### config.mk
export PLATFORM = sky130hd
export DESIGN_NAME = kim_pipe_ctrl
export DESIGN_NICKNAME = d
export VERILOG_FILES = /design/src/rtl/kim_pipe_ctrl.sv
export SDC_FILE = /design/constraint.sdc
export NUM_CORES = 1
export LEC_CHECK = 0
export BUFFER_PORTS_ARGS = -buffer_cell sky130_fd_sc_hd__clkbuf_2
export CAP_MARGIN = 20
export CORE_MARGIN = 4
export CORE_UTILIZATION = 45
export DETAILED_ROUTE_END_ITERATION = 6
export GPL_TIMING_DRIVEN = 0
export PLACE_DENSITY = 0.71
export SYNTH_ARGS = -nofsm -noshare
export SYNTH_HDL_FRONTEND = slang
export SYNTH_SLANG_ARGS = --single-unit
### constraint.sdc
create_clock -name clk -period 2.4 [get_ports clk]
set_input_delay 0.24 -clock clk [delete_from_list [all_inputs] [get_ports clk]]
set_output_delay 0.24 -clock clk [all_outputs]
set_load 0.01 [all_outputs]
### src/rtl/kim_pipe_ctrl.sv
// Pipeline hazard controller: load-use bubbles, branch flushes and data-memory wait freeze
// with a timeout error state and a saturating stall counter.
module kim_pipe_ctrl #(
    parameter int unsigned MIPS_REGISTER_ADDR_WIDTH = 5,
    parameter int unsigned MEM_TIMEOUT              = 255,
    parameter int unsigned STALL_CNT_WIDTH          = 16
) (
    input  logic                                clk,
    input  logic                                reset_n,
    input  logic [MIPS_REGISTER_ADDR_WIDTH-1:0] IF_ID_Rs,
    input  logic [MIPS_REGISTER_ADDR_WIDTH-1:0] IF_ID_Rt,
    input  logic                                IF_ID_uses_Rt,
    input  logic                                ID_EX_MemRead,
    input  logic [MIPS_REGISTER_ADDR_WIDTH-1:0] ID_EX_Rt,
    input  logic                                branch_taken,
    input  logic                                dmem_req,
    input  logic                                dmem_ready,
    output logic                                pc_write,
    output logic                                if_id_write,
    output logic                                id_ex_write,
    output logic                                ex_mem_write,
    output logic                                mem_wb_write,
    output logic                                if_id_flush,
    output logic                                id_ex_flush,
    output logic                                mem_timeout,
    output logic [STALL_CNT_WIDTH-1:0]          stall_count
);

    // The wait counter only needs to reach MEM_TIMEOUT-1 before the error transition.
    localparam int unsigned WaitW = (MEM_TIMEOUT > 1) ? $clog2(MEM_TIMEOUT) : 1;
    localparam logic [WaitW-1:0] LastWait = WaitW'(MEM_TIMEOUT - 1);

    typedef enum logic [1:0] {
        StRun     = 2'd0,
        StMemWait = 2'd1,
        StErr     = 2'd2
    } state_e;

    state_e                     state_q, state_d;
    logic [WaitW-1:0]           wait_cnt_q, wait_cnt_d;
    logic                       mem_timeout_q, mem_timeout_d;
    logic [STALL_CNT_WIDTH-1:0] stall_count_q, stall_count_d;

    logic freeze;
    logic load_use;
    logic bubble;
    logic stall_inc;

    always_comb begin
        unique case (state_q)
            StRun:     freeze = dmem_req & ~dmem_ready;
            StMemWait: freeze = ~dmem_ready;
            StErr:     freeze = 1'b1;
            default:   freeze = 1'b0;
        endcase
    end

    // Register 0 is hard-wired, so a load targeting it never creates a hazard.
    assign load_use = ID_EX_MemRead && (ID_EX_Rt != '0) &&
                      ((ID_EX_Rt == IF_ID_Rs) || (IF_ID_uses_Rt && (ID_EX_Rt == IF_ID_Rt)));

    assign bubble    = load_use & ~branch_taken & ~freeze;
    assign stall_inc = freeze | bubble;

    always_comb begin
        state_d       = state_q;
        wait_cnt_d    = wait_cnt_q;
        mem_timeout_d = mem_timeout_q;
        stall_count_d = stall_count_q;

        unique case (state_q)
            StRun: begin
                if (dmem_req && !dmem_ready) begin
                    state_d    = StMemWait;
                    wait_cnt_d = '0;
                end
            end
            StMemWait: begin
                if (dmem_ready) begin
                    state_d = StRun;
                end else if (wait_cnt_q == LastWait) begin
                    state_d       = StErr;
                    mem_timeout_d = 1'b1;
                end else begin
                    wait_cnt_d = wait_cnt_q + 1'b1;
                end
            end
            StErr: begin
                mem_timeout_d = 1'b1;
            end
            default: begin
                state_d = StRun;
            end
        endcase

        if (stall_inc && (stall_count_q != {STALL_CNT_WIDTH{1'b1}})) begin
            stall_count_d = stall_count_q + 1'b1;
        end
    end

    always_ff @(posedge clk or negedge reset_n) begin
        if (!reset_n) begin
            state_q       <= StRun;
            wait_cnt_q    <= '0;
            mem_timeout_q <= 1'b0;
            stall_count_q <= '0;
        end else begin
            state_q       <= state_d;
            wait_cnt_q    <= wait_cnt_d;
            mem_timeout_q <= mem_timeout_d;
            stall_count_q <= stall_count_d;
        end
    end

    // Reset gates the enables so the pipeline sees idle values even if reset lands mid-wait.
    always_comb begin
        pc_write     = 1'b1;
        if_id_write  = 1'b1;
        id_ex_write  = 1'b1;
        ex_mem_write = 1'b1;
        mem_wb_write = 1'b1;
        if_id_flush  = 1'b0;
        id_ex_flush  = 1'b0;
        if (reset_n) begin
            if (freeze) begin
                pc_write     = 1'b0;
                if_id_write  = 1'b0;
                id_ex_write  = 1'b0;
                ex_mem_write = 1'b0;
                mem_wb_write = 1'b0;
            end else if (branch_taken) begin
                if_id_flush = 1'b1;
                id_ex_flush = 1'b1;
            end else if (load_use) begin
                pc_write    = 1'b0;
                if_id_write = 1'b0;
                id_ex_flush = 1'b1;
            end
        end
    end

    assign mem_timeout = mem_timeout_q;
    assign stall_count = stall_count_q;

endmodule

==> results of run 1 <==
-- registers in the layout, summed over array words and instances (netlist names) --
register / cells
stall_count: 16
wait_cnt_q: 8
state_q: 2
mem_timeout: 1
-- synthesized netlist by cell type (3+ instances only) --
cell type,instances
nand2_1,12
dfrtp_1,27
xor2_1,14
buf_4,3
a21oi_1,4
inv_1,3
nand3_1,4
nor2_1,11
xnor2_1,15
ha_1,3
o21ai_0,6
and3_1,5
nand4_1,9
-- per-layer routing --
layer  GRT usage  vias up  wire length (microns)
met5           0        -                      0
met4    0.007772        0                     27
met3     0.03741        4                    101
met2      0.3104       23                   1783
met1      0.1809      610                   1316
li1            -      620                      -
-- worst min-delay path by stage --
stage | from | to | slack (ns) | cells after the start
floorplan | reset_n | mem_timeout$_DFFE_PN0P_ | -0.06 | 0
global placement | reset_n | mem_timeout$_DFFE_PN0P_ | 0.32 | 1
detailed placement | reset_n | mem_timeout$_DFFE_PN0P_ | 0.33 | 1
CTS | dmem_ready | wait_cnt_q[4]$_DFFE_PN0P_ | 0.26 | 3
global route | dmem_ready | wait_cnt_q[4]$_DFFE_PN0P_ | 0.36 | 4
finish | dmem_ready | wait_cnt_q[4]$_DFFE_PN0P_ | 0.36 | 4
-- what timing repair did --
item | CTS | global route
resized for setup | 0 | 1
hold buffers | 1 | 0
endpoints found under the hold margin | 27 | 0
setup endpoints to repair | 0 | 1
-- power groups by stage --
| stage | sequential [mW] | combinational [mW] | clock (mW) |
|---|---|---|---|
| floorplan | 0.620 | 0.143 | 0 |
| global placement | 0.601 | 0.276 | 0 |
| detailed placement | 0.609 | 0.288 | 0 |
| CTS | 0.599 | 0.292 | 0.197 |
| global route | 0.613 | 0.319 | 0.219 |
| finish | 0.602 | 0.288 | 0.186 |
-- through the flow --
stage / power, mW / hold slack [ns] / std cells / util
5_1_grt: 1.151 / 0.3575 / 242 / 0.5856
2_1_floorplan: 0.7629 / -0.05559 / 147 / -
3_5_place_dp: 0.8966 / 0.3331 / 236 / 0.5712
3_3_place_gp: 0.8774 / 0.3151 / 236 / 0.5712
6_report: 1.076 / 0.3570 / 242 / 0.5856
4_1_cts: 1.089 / 0.2608 / 241 / 0.5828
-- cells by family after synthesis --
group                      after synthesis
AOI/OAI and AO/OA                       22
xor gates and xnor gates                29
buffers and inverters                    7
muxes                                    1
DFF                                     27
and+or+nand+nor                         58
adders and majority gates                3
-- layout make-up --
type	count	area [sq um]
Clock buffer	4	26.28
Multi-Input combinational cell	113	789.5
Fill cell	283	1296
Buffer	4	33.78
Tap cell	44	55.05
Timing Repair Buffer	47	240.2
Sequential cell	27	675.6
Inverter	3	11.26
-- critical path, cell delays in order, from the launching register on --
cell and delay [ns]:
dfrtp_1 0.48, or2_1 0.29, a21oi_2 0.26, o21ai_1 0.21, nand2_1 0.13, buf_4 0.13, clkbuf_2 0.11
==> flow_metrics.py, run 1 <==
metrics = {
    "outcome": {
        "status": "completed",
    },
    "yosys": {
        "netlist_area_sq_um": 1506,
        "synth.largest_area_cell": "dfrtp_1",
        "yosys.area_share.simple": 0.2218,
        "synth_xor_area_frac": 0.1686,
        "synth.avg_cell_area_sq_um": 10.25,
        "yosysSeqAreaShare": 0.4485,
        "synth_edf_count": 0,
        "muxShareOfSynthArea": 0.007475,
        "yosysUniqueCellTypes": 38,
        "yosysWarnings": 0,
        "synth_top_family_by_area": "simple AND/OR/NAND/NOR gates",
        "async_flop_share": 1.000,
        "syn_nets": 172,
        "synth_ff_type": "dfrtp_1",
        "syn_inst": 147,
        "synth_compound_area_frac": 0.09884,
        "synth_area_leaders": "dfrtp_1 45%, xnor2_1 8.7%, xor2_1 8.1%",
        "synth_top_area_frac": 0.4485,
        "synth_seq_cells": 27,
        "synth-adder-area-share": 0.02492,
    },
    "critical_path": {
        "cp-end-kind": "output pin",
        "worstPathRequired_ns": 2.16,
        "rr_endpoint": "stall_count[8]$_DFFE_PN0P_",
        "start_kind": "flip-flop",
        "critPathKind": "reg2out",
        "reg2reg_from": "stall_count[0]$_DFFE_PN0P_",
        "cp_max_fo": 8,
        "crit_path_end": "pc_write",
        "reg2reg_depth": 8,
        "crit_arrival_ns": 1.92,
        "reg2reg_slack_ns": 0.41,
        "crit_path_start": "state_q[0]$_DFFE_PN0P_",
    },
    "layout": {
        "drive_above_1_share": 0.3182,
        "final_nets": 224,
        "final_cell_mix": "46 x clkbuf_2, 27 x dfrtp_1, 15 x xnor2_1",
        "area_delta_synth_final_pct": 21.59,
        "antennaDiodeCount": 0,
        "final_common_cell": "clkbuf_2",
        "finalInstanceArea_sq_um": 1832,
    },
    "power": {
        "p_switching_mw": 0.3535,
        "ir_drop_uv": 531.8,
        "leakage_nw": 0.8725,
        "pwr-share-clk": 0.173,
        "p_comb_frac": 0.267,
        "pwr-share-seq": 0.559,
        "p_per_area_nw_per_um2": 587.3,
        "p_int_mw": 0.7223,
        "switching_share": 0.3286,
    },
    "clock_tree": {
        "postCtsSetupBuffers": 0,
        "clkSlewWorstSetupHoldPaths_ns": 0.13,
        "cts_root_buffer": "clkbuf_4",
        "cts_sinks": 27,
        "numCtsBuffers": 3,
        "cts_tree": "done",
        "h-tree-depth": 1,
        "worstSkewPairLatency_ns": 0.31,
        "cts.path.max_buffers": 2,
    },
    "timing": {
        "slew_headroom": 0.5235,
        "max_freq_mhz": 463.0,
        "hold_viol": 0,
        "drv_slew": 0,
        "setup_violations": 0,
        "worst_slew_pin_slew_ns": 0.7148,
        "rsz0062_at_grt": "no",
        "clock_skew_ns": 0.002923,
        "fin_ws_ns": 0.2399,
        "tns_ns": 0,
        "fin_crit_sh": 0.9000,
        "fin_crit_ns": 2.160,
    },
    "route": {
        "via_per_inst": 5.194,
        "drc": 0,
        "dr.first_iter.drc_count": 86,
        "totalWireLength_microns": 3229,
        "via_count": 1257,
        "ant_nets": 0,
        "avgRoutedWirePerCell_microns": 13.34,
        "first_pass_iters": 4,
    },
    "die": {
        "die_area_sq_um": 4338,
        "rows": 20,
        "io_pins": 46,
        "die_y_microns": 65.86,
        "start_util": 0.4816,
        "coreArea_sq_um": 3128,
        "die_w_microns": 65.86,
    },
    "placed_design": {
        "place_area_sq_um": 1787,
        "port-buffer-count": 45,
        "gp_congestion": 0.8136,
        "pre_cts_slack_ns": 0.4045,
        "hpwl_microns": 2550,
    },
    "flow_run": {
        "drv_cap": 0,
    },
    "global_routing": {
        "overflow": 0,
        "grt_first_pass_wirelength_microns": 5464,
        "grt_pass1_vias": 1254,
        "grt_antenna_before_repair": 0,
        "grt_start_max_net_pins": 32,
        "groute.usage.overall": 0.1591,
    },
    "hold_path": {
        "min_path_type": "in2reg",
    },
}
(Power assumes the default switching activity.)
==> run 2, diff against run 1 <==
--- a/config.mk
+++ b/config.mk
@@ -7,11 +7,9 @@
 export LEC_CHECK = 0
 export BUFFER_PORTS_ARGS = -buffer_cell sky130_fd_sc_hd__clkbuf_2
 export CAP_MARGIN = 20
-export CORE_MARGIN = 4
-export CORE_UTILIZATION = 45
+export CORE_UTILIZATION = 36
 export DETAILED_ROUTE_END_ITERATION = 6
 export GPL_TIMING_DRIVEN = 0
-export PLACE_DENSITY = 0.71
 export SYNTH_ARGS = -nofsm -noshare
 export SYNTH_HDL_FRONTEND = slang
 export SYNTH_SLANG_ARGS = --single-unit
==> constraint.sdc (replaced) <==
create_clock -name clk -period 2.4 [get_ports clk]
set_input_delay 0.48 -clock clk [delete_from_list [all_inputs] [get_ports clk]]
set_output_delay 0.48 -clock clk [all_outputs]
set_load 0.01 [all_outputs]
==> run 2 against run 1 <==
Largest cell class unchanged. Sequential share of layout area is 0.55 points lower. Maximum frequency is 5.7% lower. Final area is 1.5% higher. Highest routed layer unchanged. Via count is 1.2% lower. Critical path type is now in2out. Count of clock-buffer cells in the layout stayed put. Total power is 5.7% higher. Non-clock buffer count stayed put. Hold slack worse by 0.11 ns. Critical endpoint unchanged. First-iteration DRC count is 77% lower.
==> flow_metrics.py, run 2 (synthesis results as in run 1) <==
metrics = {
    "outcome": {
        "status": "completed",
    },
    "placed_design": {
        "hpwl_microns": 2542,
        "pre_cts_slack_ns": -0.1035,
        "gp_congestion": 0.7595,
        "port-buffer-count": 45,
    },
    "route": {
        "drc": 0,
        "via_per_inst": 5.008,
        "dr.first_iter.drc_count": 20,
        "ant_nets": 0,
        "via_count": 1242,
        "avgRoutedWirePerCell_microns": 13.07,
        "first_pass_iters": 4,
        "totalWireLength_microns": 3242,
    },
    "timing": {
        "fin_hold_ws_ns": 0.2498,
        "drv_slew": 0,
        "max_freq_mhz": 436.4,
        "fin_crit_ns": 2.291,
        "rsz0062_at_grt": "no",
        "clock_skew_ns": 0.003842,
        "fin_ws_ns": 0.1087,
        "setup_violations": 0,
        "fin_crit_sh": 0.9547,
        "slew_headroom": 0.5207,
        "hold_viol": 0,
        "worst_slew_pin_slew_ns": 0.7190,
    },
    "clock_tree": {
        "h-tree-depth": 1,
        "cts_tree": "done",
        "worstSkewPairLatency_ns": 0.26,
        "cts.path.max_buffers": 2,
        "cts_sinks": 27,
        "clkSlewWorstSetupHoldPaths_ns": 0.09,
        "numCtsBuffers": 3,
        "cts_root_buffer": "clkbuf_8",
        "postCtsHoldBufs": 0,
    },
    "power": {
        "switching_share": 0.3173,
        "pwr-share-clk": 0.221,
        "p_switching_mw": 0.3607,
        "ir_drop_uv": 519.7,
        "p_comb_frac": 0.251,
        "p_int_mw": 0.7762,
        "pwr-share-seq": 0.528,
        "leakage_nw": 0.8826,
        "p_per_area_nw_per_um2": 611.5,
    },
    "layout": {
        "final_common_cell": "clkbuf_2",
        "area_delta_synth_final_pct": 23.42,
        "drive_above_1_share": 0.3283,
        "antennaDiodeCount": 0,
        "nFillCells": 385,
        "largest_register_ffs": 16,
        "final_cell_mix": "46 x clkbuf_2, 27 x dfrtp_1, 15 x xnor2_1",
        "final_nets": 224,
    },
    "global_routing": {
        "groute.usage.overall": 0.1668,
        "grt_start_max_net_pins": 32,
        "grt_first_pass_wirelength_microns": 5582,
        "grt_antenna_before_repair": 0,
        "grt_pass1_vias": 1290,
        "overflow": 0,
    },
    "die": {
        "start_util": 0.3766,
        "io_pins": 46,
        "die_w_microns": 66.69,
        "die_area_sq_um": 4448,
        "die_y_microns": 66.69,
        "coreArea_sq_um": 4000,
        "rows": 23,
    },
    "critical_path": {
        "worstPathRequired_ns": 1.92,
        "crit_path_start": "ID_EX_Rt[3]",
        "cp-end-kind": "output pin",
        "crit_arrival_ns": 1.81,
        "critPathKind": "in2out",
        "cp_max_fo": 3,
        "start_kind": "primary input",
        "reg2reg_from": "stall_count[0]$_DFFE_PN0P_",
    },
    "hold_path": {
        "min_path_type": "in2async",
    },
    "flow_run": {
        "drv_cap": 0,
    },
}
-- run 2: worst paths after layout --
kind                                               to  slack (ns)  cells past startpoint
min                         wait_cnt_q[0]$_DFFE_PN0P_        0.25                      1
min in group clk              mem_timeout$_DFFE_PN0P_        0.49                      1
min reg2reg                   mem_timeout$_DFFE_PN0P_        0.49                      1
max                                          pc_write        0.11                      8
max in group asynchronous  stall_count[0]$_DFFE_PN0P_        1.69                      1
max reg2reg                stall_count[8]$_DFFE_PN0P_        0.38                      8
-- run 2: what timing repair did --
item	4_1_cts	5_1_grt
setup buffers	1	0
endpoints found under the setup margin	1	3
pin swaps	1	0
gates resized for setup	1	1
endpoints found under the hold margin	0	0
-- run 2: power groups by stage --
stage          Combinational (mW)  Clock (mW)  Sequential (mW)
2_1_floorplan               0.143           0            0.620
3_3_place_gp                0.278           0            0.601
3_5_place_dp                0.286           0            0.610
4_1_cts                     0.290       0.261            0.601
5_1_grt                     0.323       0.281            0.614
6_report                    0.285       0.251            0.601
-- run 2: stage by stage --
stage | setup TNS [ns] | power, mW | cells | instance area [sq um] | util
after floorplan | 0 | 0.7629 | 147 | 1506 | -
after global placement | -0.06359 | 0.8797 | 242 | 1794 | 0.4485
after detailed placement | -0.1035 | 0.8962 | 242 | 1794 | 0.4485
after CTS | 0 | 1.153 | 247 | 1851 | 0.4626
after global routing | 0 | 1.218 | 248 | 1859 | 0.4648
final | 0 | 1.137 | 248 | 1859 | 0.4648
-- run 2: routing by layer --
layer | global-route usage | wire length (microns) | share of wire
met1 | 0.1938 | 1405 | 0.43
met2 | 0.2980 | 1678 | 0.52
met3 | 0.04966 | 140 | 0.043
met4 | 0.03723 | 18 | 0.0056
met5 | 0 | 0 | 0
-- run 2: layout make-up --
cell class              instances  area (sq um)  share of cell area
clock buffers                   4         45.04             0.02423
well taps                      50         62.56             0.03365
multi-input cells             113         793.3              0.4266
repair buffers                 47         237.7              0.1279
plain buffers                   4         33.78             0.01817
inverters                       3         11.26            0.006057
flip-flops and latches         27         675.6              0.3634
-- run 2: worst max-delay path, stage by stage --
cell and delay, ns:
clkbuf_2 0.12, xor2_1 0.17, nor4_2 0.29, a32oi_1 0.21, o21ai_2 0.17, nand2_1 0.09
buf_4 0.17, clkbuf_2 0.11
==> run 3, diff against run 2 <==
--- a/config.mk
+++ b/config.mk
@@ -7,9 +7,11 @@
 export LEC_CHECK = 0
 export BUFFER_PORTS_ARGS = -buffer_cell sky130_fd_sc_hd__clkbuf_2
 export CAP_MARGIN = 20
-export CORE_UTILIZATION = 36
+export CORE_ASPECT_RATIO = 1.5
+export CORE_UTILIZATION = 40
 export DETAILED_ROUTE_END_ITERATION = 6
 export GPL_TIMING_DRIVEN = 0
+export SETUP_SLACK_MARGIN = 0.05
 export SYNTH_ARGS = -nofsm -noshare
 export SYNTH_HDL_FRONTEND = slang
 export SYNTH_SLANG_ARGS = --single-unit
==> run 3 against run 2 <==
Global-route usage up 2.1 points. Sequential power about the same. Die area is 9.6% lower. Via count up 3.1%. Register-to-register slack improved by 0.03 ns. Final cell count is 2.8% lower. Flip-flop and latch count unchanged. Non-clock buffer count unchanged. Critical path depth shrank 3. Sequential share of layout area is 0.46 points lower. Clock skew is 0.0012 ns higher. Wire length is 7.3% higher.
==> flow_metrics.py, run 3 (synthesis results as in run 1) <==
metrics = {
    "layout": {
        "final_common_cell": "clkbuf_2",
        "final_nets": 224,
        "area_delta_synth_final_pct": 25.00,
        "final_cell_mix": "45 x clkbuf_2, 27 x dfrtp_1, 15 x xnor2_1",
        "fin_util": 0.5161,
        "antennaDiodeCount": 0,
        "instances_no_fill": 241,
        "largest_register_ffs": 16,
        "drive_above_1_share": 0.3485,
        "nFillCells": 360,
    },
    "global_routing": {
        "busiest_layer": "met2",
        "globalRouteMet2Util": 0.3551,
        "grt_pass1_vias": 1234,
        "groute.usage.overall": 0.1877,
        "grt_antenna_before_repair": 0,
        "grt_start_max_net_pins": 32,
        "overflow": 0,
        "use_met3": 0.01786,
        "grt_first_pass_wirelength_microns": 5664,
        "grtUsageMet1": 0.2038,
    },
    "critical_path": {
        "critPathKind": "reg2out",
        "cp-end-kind": "output pin",
        "start_kind": "flip-flop",
        "crit_arrival_ns": 1.74,
        "rr_endpoint": "stall_count[14]$_DFFE_PN0P_",
        "cp_max_fo": 8,
        "reg2reg_depth": 8,
        "reg2reg_slack_ns": 0.41,
        "worstPathRequired_ns": 1.92,
        "reg2reg_from": "stall_count[0]$_DFFE_PN0P_",
    },
    "timing": {
        "hold_viol": 0,
        "setup_violations": 0,
        "clock_skew_ns": 0.005082,
        "fin_crit_sh": 0.9241,
        "fin_crit_ns": 2.218,
        "drv_slew": 0,
        "worst_slew_pin_slew_ns": 0.7637,
        "slew_headroom": 0.4909,
        "max_freq_mhz": 450.9,
        "rsz0062_at_grt": "no",
    },
    "route": {
        "via_count": 1280,
        "first_pass_iters": 6,
        "dr.first_iter.drc_count": 17,
        "ant_nets": 0,
        "avgRoutedWirePerCell_microns": 14.43,
        "via_per_inst": 5.311,
        "drc": 0,
        "totalWireLength_microns": 3478,
    },
    "power": {
        "ir_drop_uv": 408.3,
        "p_per_area_nw_per_um2": 616.1,
        "leakage_nw": 0.8895,
    },
    "outcome": {
        "status": "completed",
    },
    "die": {
        "die_y_microns": 77.16,
        "coreArea_sq_um": 3649,
        "start_util": 0.4129,
        "rows": 27,
        "die_w_microns": 52.11,
        "io_pins": 46,
        "die_area_sq_um": 4020,
    },
    "clock_tree": {
        "h-tree-depth": 1,
        "cts_root_buffer": "clkbuf_8",
        "cts_tree": "done",
        "cts.path.max_buffers": 2,
        "cts_sinks": 27,
        "clkSlewWorstSetupHoldPaths_ns": 0.09,
        "worstSkewPairLatency_ns": 0.27,
        "numCtsBuffers": 3,
    },
    "placed_design": {
        "dpl.cell_count": 236,
        "gp_congestion": 0.8332,
        "hpwl_microns": 2704,
        "port-buffer-count": 45,
    },
    "hold_path": {
        "min_path_type": "in2async",
    },
    "flow_run": {
        "drv_cap": 0,
    },
}
## run 3: report_power, final
part / internal [mW] / total [mW] / switching [mW]
sequential: 0.519 / 0.603 / 0.0841
combinational: 0.142 / 0.297 / 0.154
clock: 0.118 / 0.261 / 0.143
## run 3: what timing repair did
item | in CTS | in global routing
pin swaps | 1 | 5
buffers inserted | 1 | 1
hold buffers | 0 | 0
setup endpoints to repair | 2 | 1
gates resized for setup | 2 | 4
## run 3: cell type report
| class | instances | area, sq um | share of cell area |
|---|---|---|---|
| Clock buffer | 3 | 41.29 | 0.02193 |
| Timing Repair Buffer | 48 | 251.5 | 0.1336 |
| Buffer | 3 | 26.28 | 0.01395 |
| Inverter | 3 | 11.26 | 0.005980 |
| Multi-Input combinational cell | 113 | 815.8 | 0.4332 |
| Sequential cell | 27 | 675.6 | 0.3588 |
| Clock inverter | 1 | 7.507 | 0.003987 |
| Tap cell | 43 | 53.80 | 0.02857 |
## run 3: critical path, stage by stage, from the launching register on
cell and delay (ns):
dfrtp_1 0.47, or2_1 0.30, a21oi_2 0.27, nand2b_1 0.19, buf_4 0.13, clkbuf_2 0.11
## run 3: per-layer routing
metal  wire, microns  vias to the layer above
li1                -                      619
met1            1356                      631
met2            1988                       25
met3              84                        5
met4              49                        0
met5               0                        -
## run 3: per-stage QoR
stage | hold slack, ns | setup WS [ns] | TNS (ns) | instance area (sq um) | power [mW]
6_report | 0.2612 | 0.1822 | 0 | 1883 | 1.160
5_1_grt | 0.3064 | 0.07211 | 0 | 1883 | 1.235
3_5_place_dp | 0.4619 | -0.1191 | -0.1191 | 1797 | 0.9043
2_1_floorplan | 0.1844 | 0.2853 | 0 | 1506 | 0.7629
4_1_cts | 0.2777 | 0.07326 | 0 | 1861 | 1.175
3_3_place_gp | 0.4590 | -0.07895 | -0.07895 | 1785 | 0.8821
## run 3: worst max path at each step
| stage | depth (start not counted) | to | startpoint | slack (ns) |
|---|---|---|---|---|
| after floorplan | 6 | pc_write | ID_EX_Rt[3] | 0.29 |
| after global placement | 8 | pc_write | ID_EX_Rt[3] | -0.08 |
| after detailed placement | 8 | pc_write | ID_EX_Rt[3] | -0.12 |
| after CTS | 7 | pc_write | ID_EX_Rt[1] | 0.07 |
| after global routing | 5 | mem_wb_write | state_q[0]$_DFFE_PN0P_ | 0.07 |
| final | 5 | id_ex_write | state_q[0]$_DFFE_PN0P_ | 0.18 |
